--- src/rtl/mips_defs.sv ---
// Shared MIPS decode definitions: opcode encodings, default widths, hazard FSM states.
package mips_defs;

    localparam int INST_W_DEF  = 32;
    localparam int DATA_W_DEF  = 32;
    localparam int RADDR_W_DEF = 5;
    localparam int OP_W        = 6;

    localparam logic [OP_W-1:0] OP_RTYPE = 6'b000000;
    localparam logic [OP_W-1:0] OP_ADDI  = 6'b001000;
    localparam logic [OP_W-1:0] OP_ANDI  = 6'b001100;
    localparam logic [OP_W-1:0] OP_ORI   = 6'b001101;
    localparam logic [OP_W-1:0] OP_XORI  = 6'b001110;
    localparam logic [OP_W-1:0] OP_LUI   = 6'b001111;
    localparam logic [OP_W-1:0] OP_LW    = 6'b100011;
    localparam logic [OP_W-1:0] OP_SW    = 6'b101011;

    typedef enum logic {
        ST_RUN   = 1'b0,
        ST_STALL = 1'b1
    } hz_state_e;

endpackage

--- src/rtl/id_decode.sv ---
// Pure combinational instruction decoder: opcode -> read enables, destination, immediate.
module id_decode
    import mips_defs::*;
#(
    parameter int INST_W  = 32,
    parameter int DATA_W  = 32,
    parameter int RADDR_W = 5
) (
    input  logic [INST_W-1:0]  inst,
    output logic [OP_W-1:0]    op,
    output logic [RADDR_W-1:0] rs,
    output logic [RADDR_W-1:0] rt,
    output logic [RADDR_W-1:0] dst,
    output logic               rd_a,
    output logic               rd_b,
    output logic               use_imm,
    output logic               wr,
    output logic               load,
    output logic               store,
    output logic [DATA_W-1:0]  imm
);

    logic [15:0] imm16;

    assign op    = inst[31:26];
    assign rs    = inst[21 +: RADDR_W];
    assign rt    = inst[16 +: RADDR_W];
    assign imm16 = inst[15:0];

    // Opcode table; unknown opcodes leave every control at 0 (NOP).
    always_comb begin
        rd_a    = 1'b0;
        rd_b    = 1'b0;
        use_imm = 1'b0;
        wr      = 1'b0;
        load    = 1'b0;
        store   = 1'b0;
        dst     = '0;
        imm     = '0;
        case (op)
            OP_RTYPE: begin
                rd_a = 1'b1;
                rd_b = 1'b1;
                wr   = 1'b1;
                dst  = inst[11 +: RADDR_W];
            end
            OP_ADDI: begin
                rd_a    = 1'b1;
                use_imm = 1'b1;
                wr      = 1'b1;
                dst     = rt;
                imm     = {{(DATA_W-16){imm16[15]}}, imm16};
            end
            OP_ANDI, OP_ORI, OP_XORI: begin
                rd_a    = 1'b1;
                use_imm = 1'b1;
                wr      = 1'b1;
                dst     = rt;
                imm     = DATA_W'(imm16);
            end
            OP_LUI: begin
                use_imm = 1'b1;
                wr      = 1'b1;
                dst     = rt;
                imm     = DATA_W'({imm16, 16'h0000});
            end
            OP_LW: begin
                rd_a    = 1'b1;
                use_imm = 1'b1;
                wr      = 1'b1;
                load    = 1'b1;
                dst     = rt;
                imm     = {{(DATA_W-16){imm16[15]}}, imm16};
            end
            OP_SW: begin
                rd_a    = 1'b1;
                rd_b    = 1'b1;
                use_imm = 1'b1;
                store   = 1'b1;
                imm     = {{(DATA_W-16){imm16[15]}}, imm16};
            end
            default: ;
        endcase
    end

endmodule

--- src/rtl/id_stage_pipe.sv ---
// Registered decode stage: operand fetch with EX/MEM forwarding, load-use stall, ID/EX register.
module id_stage_pipe
    import mips_defs::*;
#(
    parameter int          INST_W  = 32,
    parameter int          DATA_W  = 32,
    parameter int          RADDR_W = 5,
    parameter int unsigned FWD_EN  = 1
) (
    input  logic               clk,
    input  logic               rst,
    input  logic               in_valid,
    output logic               in_ready,
    input  logic [INST_W-1:0]  inst,
    input  logic               flush,
    output logic               regaRd,
    output logic               regbRd,
    output logic [RADDR_W-1:0] regaAddr,
    output logic [RADDR_W-1:0] regbAddr,
    input  logic [DATA_W-1:0]  regaData_i,
    input  logic [DATA_W-1:0]  regbData_i,
    input  logic               ex_wr,
    input  logic [RADDR_W-1:0] ex_addr,
    input  logic [DATA_W-1:0]  ex_data,
    input  logic               ex_load,
    input  logic               mem_wr,
    input  logic [RADDR_W-1:0] mem_addr,
    input  logic [DATA_W-1:0]  mem_data,
    output logic               out_valid,
    input  logic               out_ready,
    output logic [OP_W-1:0]    op,
    output logic [DATA_W-1:0]  regaData,
    output logic [DATA_W-1:0]  regbData,
    output logic [DATA_W-1:0]  stData,
    output logic               regcWr,
    output logic [RADDR_W-1:0] regcAddr,
    output logic               isLoad
);

    localparam bit FWD = (FWD_EN != 0);

    logic [OP_W-1:0]    dec_op;
    logic [RADDR_W-1:0] dec_rs, dec_rt, dec_dst;
    logic               dec_rd_a, dec_rd_b, dec_use_imm, dec_wr, dec_load, dec_store;
    logic [DATA_W-1:0]  dec_imm;
    logic [DATA_W-1:0]  val_a, val_b;
    logic               hazard, stall, advance, wr_eff;
    hz_state_e          state;

    id_decode #(
        .INST_W  (INST_W),
        .DATA_W  (DATA_W),
        .RADDR_W (RADDR_W)
    ) u_decode (
        .inst    (inst),
        .op      (dec_op),
        .rs      (dec_rs),
        .rt      (dec_rt),
        .dst     (dec_dst),
        .rd_a    (dec_rd_a),
        .rd_b    (dec_rd_b),
        .use_imm (dec_use_imm),
        .wr      (dec_wr),
        .load    (dec_load),
        .store   (dec_store),
        .imm     (dec_imm)
    );

    assign regaRd   = dec_rd_a;
    assign regbRd   = dec_rd_b;
    assign regaAddr = dec_rs;
    assign regbAddr = dec_rt;

    // Operand resolution: $0 is hard zero, then EX (non-load) beats MEM beats register file.
    always_comb begin
        val_a = '0;
        val_b = '0;
        if (dec_rd_a && dec_rs != '0) begin
            if (FWD && ex_wr && !ex_load && dec_rs == ex_addr)
                val_a = ex_data;
            else if (FWD && mem_wr && dec_rs == mem_addr)
                val_a = mem_data;
            else
                val_a = regaData_i;
        end
        if (dec_rd_b && dec_rt != '0) begin
            if (FWD && ex_wr && !ex_load && dec_rt == ex_addr)
                val_b = ex_data;
            else if (FWD && mem_wr && dec_rt == mem_addr)
                val_b = mem_data;
            else
                val_b = regbData_i;
        end
    end

    assign hazard   = in_valid && ex_load && ex_wr && (ex_addr != '0) &&
                      ((dec_rd_a && dec_rs == ex_addr) || (dec_rd_b && dec_rt == ex_addr));
    assign stall    = hazard && !flush;
    assign advance  = !out_valid || out_ready;
    assign in_ready = advance && !stall;
    assign wr_eff   = dec_wr && (dec_dst != '0);

    // Hazard FSM and ID/EX register; a stalled slot drains as a bubble when EX accepts.
    always_ff @(posedge clk) begin
        if (rst) begin
            state     <= ST_RUN;
            out_valid <= 1'b0;
            op        <= '0;
            regaData  <= '0;
            regbData  <= '0;
            stData    <= '0;
            regcWr    <= 1'b0;
            regcAddr  <= '0;
            isLoad    <= 1'b0;
        end else begin
            case (state)
                ST_RUN:   if (stall)  state <= ST_STALL;
                ST_STALL: if (!stall) state <= ST_RUN;
                default:  state <= ST_RUN;
            endcase
            if (flush) begin
                out_valid <= 1'b0;
            end else if (advance) begin
                if (in_valid && !stall) begin
                    out_valid <= 1'b1;
                    op        <= dec_op;
                    regaData  <= val_a;
                    regbData  <= dec_use_imm ? dec_imm : val_b;
                    stData    <= dec_store ? val_b : '0;
                    regcWr    <= wr_eff;
                    regcAddr  <= wr_eff ? dec_dst : '0;
                    isLoad    <= dec_load;
                end else begin
                    out_valid <= 1'b0;
                end
            end
        end
    end

endmodule
--- config.mk ---
export PLATFORM = sky130hd
export DESIGN_NAME = id_stage_pipe
export DESIGN_NICKNAME = d
export VERILOG_FILES = /design/src/rtl/mips_defs.sv /design/src/rtl/id_decode.sv /design/src/rtl/id_stage_pipe.sv
export SDC_FILE = /design/constraint.sdc
export NUM_CORES = 1
export LEC_CHECK = 0
export ABC_CLOCK_PERIOD_IN_PS = 3350
export CAP_MARGIN = 20
export CORE_ASPECT_RATIO = 1.2
export CORE_MARGIN = 5
export CORE_UTILIZATION = 41
export CTS_CLUSTER_DIAMETER = 100
export DETAILED_ROUTE_END_ITERATION = 16
export PLACE_DENSITY = 0.81
export SLEW_MARGIN = 20
export SYNTH_ARGS = -nofsm -noshare
export SYNTH_HDL_FRONTEND = slang
export SYNTH_SLANG_ARGS = --single-unit
--- constraint.sdc ---
create_clock -name clk -period 3.35 [get_ports clk]
set_clock_uncertainty 0.1 [all_clocks]
set_input_delay 0.67 -clock clk [delete_from_list [all_inputs] [get_ports clk]]
set_output_delay 0.67 -clock clk [all_outputs]
set_load 0.02 [all_outputs]
======== Yosys cells after proc, flatten, opt, wreduce, memory -nomap -nowiden ========
Index checks and enable logic that the tools add are counted.
storage, ports and cells
  flip-flop bits (word level) ............. 110
  input port bits ......................... 178
  output and inout bits ................... 123
  logic and storage cells ................. 75
cells by class
  equal/unequal tests ..................... 11
  mux-type cells .......................... 18
  bitwise logic cells ..................... 1
  reduce and logical (&&, ||, !) cells .... 37
operators by type and width
  operator                                                                number
  32-bit two-way mux                                                      8
  32-bit one-hot mux with 3 select lines                                  1
  6-bit by 4-bit equality test with 1-bit output (second input constant)  5
  7-bit OR reduction                                                      3
  5-bit equality test                                                     4
  5-bit nonzero test                                                      4
  1-bit logical AND                                                       17
  6-bit equality test (second input constant)                             2
  5-bit one-hot mux with 2 select lines                                   1
  1-bit two-way mux                                                       7
  6-bit logical NOT                                                       1
  3-bit OR reduction                                                      2
  6-bit OR reduction                                                      1
  5-bit two-way mux                                                       1
  1-bit logical NOT                                                       4
  2-bit OR reduction                                                      2
  3-bit AND reduction                                                     1
  1-bit logical OR                                                        2
  1-bit NOT                                                               1

======== Depth between registers and ports, before layout ========
  depth after elaboration ................. 10
  gate-level depth with buffers ........... 9
  gate-level depth less buffers ........... 6

======== By module ========
A second synthesis with hierarchy kept.
unflattened totals
  cell total of the unflattened synthesis .. 930
  area, all modules ....................... 7425.9 um^2
by module, submodules not included
  module         instances  cells each  area an instance (um^2)  seq. area each (um^2)
  id_stage_pipe  1          846         6816.5                   2202.1
  id_decode      1          84          609.3                    0.0

======== Worst setup path before layout ========
Ideal clock, no wire load.
  path type ............................... input -> output
  start point ............................. in inst[31]
  end point ............................... out in_ready
  arrival time ............................ 2.404 ns
  data required time ...................... 2.580 ns
  slack ................................... 0.176 ns
  stages on the path ...................... 8
  buffers on the path ..................... 3
  path through ............................ clkbuf_2 or4_1 nand2_1 o21ba_2 o211ai_2 clkbuf_1 buf_2 and2_1
between the ends
  word-level cells in the longest chain between the ends .. 9
  elaborated cells on any way between the ends .. 18
  those cells by class .................... 6 x eq/ne; 2 x mux; 10 x reduce/logical
ends and longest elaborated chain
  what                                                                    RTL line              RTL
  start, declared                                                         id_stage_pipe.sv:14   input logic [INST_W-1:0] inst,
  6-bit by 4-bit equality test with 1-bit output (tied with other cells)  id_decode.sv:40       case (op)
  7-bit OR reduction (no line) (*)                                        --
  1-bit two-way mux (*)                                                   id_decode.sv:40
  via regaRd                                                              id_stage_pipe.sv:16   output logic regaRd,
  1-bit logical AND (*)                                                   id_stage_pipe.sv:97   ((dec_rd_a && dec_rs == ex_addr) || (dec_rd_b && dec_rt == ex_addr));
  1-bit logical OR (*)                                                    id_stage_pipe.sv:97
  1-bit logical AND (*)                                                   id_stage_pipe.sv:96   assign hazard = in_valid && ex_load && ex_wr && (ex_addr != '0) &&
  1-bit logical AND (*)                                                   id_stage_pipe.sv:98   assign stall = hazard && !flush;
  1-bit logical NOT (*)                                                   id_stage_pipe.sv:100  assign in_ready = advance && !stall;
  1-bit logical AND (*)                                                   id_stage_pipe.sv:100
  end, declared                                                           id_stage_pipe.sv:13   output logic in_ready,
The timed path passes the listed nets; every way through them passes the cells marked *.

======== Worst setup path after layout ========
  start point ............................. in ex_addr[3]
  end point ............................... reg regbData[9]
between the ends
  word-level cells in the longest chain between the ends .. 8
  elaborated cells on any way between the ends .. 16
  those cells by class .................... 2 x eq/ne; 3 x mux; 11 x reduce/logical
ends and longest elaborated chain
  what                                    RTL line                                  RTL
  start, declared                         id_stage_pipe.sv:23                       input logic [RADDR_W-1:0] ex_addr,
  5-bit equality test (on tied branches)  id_stage_pipe.sv:97, id_stage_pipe.sv:87
  1-bit logical AND                       id_stage_pipe.sv:97
  1-bit logical OR                        id_stage_pipe.sv:97
  1-bit logical AND                       id_stage_pipe.sv:96
  1-bit logical AND                       id_stage_pipe.sv:98
  1-bit logical NOT                       id_stage_pipe.sv:124                      if (in_valid && !stall) begin
  1-bit logical AND                       id_stage_pipe.sv:124
  3-bit AND reduction (no line)           --
  end signal, assigned                    id_stage_pipe.sv:128                      regbData <= dec_use_imm ? dec_imm : val_b;
  end, declared                           id_stage_pipe.sv:33                       output logic [DATA_W-1:0] regbData,
Several ways; a longest one is shown, not always the timed one.
A chain may end at the register's enable or synchronous reset.

==> metrics.cfg <==
[sta]
tightest_slew_ns = 0.737
clock.fmax_mhz = 306
finalHoldViolCount = 0
maxSlewHeadroom_pct = 50.9
setup-violations-final = 0
post-route-period-util_pct = 97.5
rsz0062_at_grt = false
drv_slew = 0
period_needed_ns = 3.27

[power]
pwr-share-seq_pct = 42.6
p_comb_share_pct = 24.4
p_sw_share_pct = 29.1
p_switching_w = 0.000928
powerDensity_nw_per_um2 = 318
p_int_w = 0.00226
pwr-share-clk_pct = 33.0
p_leak_nw = 3.68
max-vdd-ir-drop_mv = 0.206

[route]
via_count = 7437
drt_iter0_drc = 675
avgViaCountPerCell = 5.83
wl_mm = 26.8
first_pass_iters = 5
drc = 0
wl_per_cell_um = 21.0
ant_nets = 0

[final_layout]
drive_gt1_share_pct = 11.9
post-route-util_pct = 67.3
num_antenna_cells = 0
syn2layout_area_growth_pct = 62.3
nets = 1245
finalNonFillerCells = 1276

[floorplanning]
die_x_um = 122
dieHeight_um = 144
dieArea_um2 = 17600
fp.coreArea_um2 = 14900
num_rows = 49
io_pins = 301
initial_core_util_pct = 41.5

[global_routing]
grt_pass1_wl_mm = 39.4
grt_pass1_vias = 7038
grt-ovfl-total = 0
antenna_found_initial = 1
grt_max_degree = 65
grt_use_total_pct = 29.1

[synth]
ys_seq_elements = 110
ys_types = 50
seq_area_frac_synth_pct = 35.6
async_flop_share_pct = 0
syn_inst = 763
syn_area_per_cell_um2 = 8.10
yosysWarnings = 0
syn_area_um2 = 6180
syn-num-nets = 941
synth_edf_count = 0
ys.flop_type = dfxtp_1

[clock_tree]
cts_buffer_depth = 2
cts_setup_buffers = 0
root_buffer = clkbuf_16
clkSlewWorstSetupHoldPaths_ns = 0.08
clk_latency_ns = 0.35
htree_num_levels = 3
cts.sinks = 110
tritoncts = built
cts_buffers = 9

[setup_path]
end_kind = flip-flop
startpoint_type = input port
arrival_ns = 3.42
crit_fanout = 18
worst-setup-path-type = in -> reg
r2r_end = regaData[25]
r2r_cells = 5
critPathRequiredTime_ns = 3.51
rr_startpoint = out_valid
r2r_setup_slack_ns = 1.43

[placement]
dp_hpwl_mm = 21.0
port_buffers = 300
gp_congestion = 0.939
dp.cells = 1260

[outcome]
status = finished clean

[min_path]
min_path_cells = 2
hold_path_class = reg -> reg
min_to = op[4]
hold_start = op[4]

[job]
drv_cap = 0

## through the flow
| step | instance area [um^2] | setup WS, ns | total power, W | TNS (ns) | hold slack (ns) |
|---|---|---|---|---|---|
| 2_1_floorplan | 6180 | 0.176 | 0.00169 | 0 | 0.454 |
| 3_3_place_gp | 9730 | -0.196 | 0.00215 | -2.34 | 0.360 |
| 3_5_place_dp | 9730 | -0.211 | 0.00216 | -3.33 | 0.363 |
| 4_1_cts | 10000 | 0.0556 | 0.00319 | 0 | 0.376 |
| 5_1_grt | 10000 | 0.00149 | 0.00331 | 0 | 0.397 |
| 6_report | 10000 | 0.0842 | 0.00319 | 0 | 0.376 |
## flip-flops by register name, summed over array words and instances (netlist names)
register / cells
regcWr: 1
regcAddr: 5
op: 6
regaData: 32
isLoad: 1
regbData: 32
out_valid: 1
stData: 32
## worst max path at each step
stage,from,endpoint,cells past startpoint
floorplan,inst[31],in_ready,8
global placement,ex_addr[1],in_ready,6
detailed placement,ex_addr[1],in_ready,6
CTS,ex_addr[1],in_ready,6
global route,ex_addr[3],regbData[9],10
finish,ex_addr[3],regbData[9],10
## power by group through the flow
stage	Sequential, W	Clock [W]	Combinational, W
2_1_floorplan	0.00143	0	0.000258
3_3_place_gp	0.00139	0	0.000761
3_5_place_dp	0.00139	0	0.000765
4_1_cts	0.00136	0.00107	0.000768
5_1_grt	0.00136	0.00112	0.000822
6_report	0.00136	0.00105	0.000778
## critical path, cell delays in order
cell and delay, ns:
clkdlybuf4s50_1 0.46, xor2_1 0.17, a2111o_1 0.45, buf_4 0.23
or3_2 0.55, buf_12 0.18, a31oi_1 0.19, buf_4 0.17
a22oi_1 0.07, a211oi_1 0.26
## area by class of cell
class / instances / area (um^2)
Fill cell: 1234 / 4870
Tap cell: 204 / 255
Timing Repair Buffer: 376 / 3670
Multi-Input combinational cell: 566 / 3600
Clock buffer: 9 / 225
Sequential cell: 110 / 2200
Clock inverter: 7 / 55.1
Inverter: 4 / 15.0
## Yosys cell counts, types with 2 or more instances
cell | count | area [um^2]
a21oi_1 | 32 | 160
nor2_2 | 12 | 75.1
buf_4 | 10 | 75.1
nor4_1 | 19 | 119
nand3_1 | 15 | 75.1
inv_1 | 4 | 15.0
a211oi_1 | 17 | 128
nor4_2 | 2 | 25.0
clkbuf_1 | 52 | 195
or4_1 | 5 | 37.5
a31oi_2 | 2 | 25.0
a21o_1 | 2 | 15.0
xnor2_1 | 10 | 87.6
nand4_1 | 18 | 113
nand2_1 | 103 | 387
and4_1 | 3 | 26.3
xor2_1 | 8 | 70.1
nor2b_1 | 19 | 119
buf_6 | 7 | 78.8
a31oi_1 | 64 | 400
nor3_2 | 2 | 20.0
nand2b_1 | 3 | 18.8
a22oi_1 | 16 | 120
buf_2 | 13 | 65.1
a22o_1 | 68 | 596
and2_1 | 18 | 113
dfxtp_1 | 110 | 2200
nor2_1 | 41 | 154
or3_1 | 3 | 18.8
a311oi_1 | 17 | 149
o32a_1 | 15 | 150
nor3_1 | 4 | 20.0
o21ai_0 | 32 | 160
## cells by family (layout without fill, tap and decap cells)
kind of cell           count (synthesis)  in the layout  synth area share [%]
flip-flops                           110            110                  35.6
AO/OA/AOI/OAI                        276            276                  32.7
XOR/XNOR                              18             18                  2.55
multiplexers                           1              1                 0.182
AND/OR/NAND/NOR                      271            271                  21.9
buffers and inverters                 87            396                  7.03
## routing by layer
| layer | wire length [um] | vias to the layer above | global-route usage [%] |
|---|---|---|---|
| li1 | - | 3496 | - |
| met3 | 2260 | 80 | 7.20 |
| met5 | 13 | - | 0 |
| met4 | 1270 | 2 | 13.1 |
| met1 | 10600 | 3461 | 36.2 |
| met2 | 12600 | 398 | 47.5 |
## timing repair
| item | in CTS | in global routing |
|---|---|---|
| setup endpoints to repair | 2 | 2 |
| hold buffers | 0 | 0 |
| pin swaps | 0 | 2 |
| cloned | 0 | 0 |
| gates resized for setup | 2 | 7 |
## placed cells by master (no fill, tap or decap), types with 3 or more instances in the layout
master           count
buf_12               9
inv_6                3
nand4_1             18
and4_1               3
nor2_2              12
clkbuf_16            9
and2_1              18
clkdlybuf4s50_1    297
nor2b_1             19
a22o_1              68
nand3_1             15
a211oi_1            16
nand2_1            103
nor4_1              18
a22oi_1             16
or4_1                4
a311oi_1            17
xor2_1               8
a31oi_2              3
nand2b_1             3
nor3_1               3
a31oi_1             63
xnor2_1              9
a21oi_1             32
nor2_1              41
inv_1                4
buf_4               67
dfxtp_1            110
o21ai_0             32
o32a_1              15
Power figures use the tool's default switching activity.
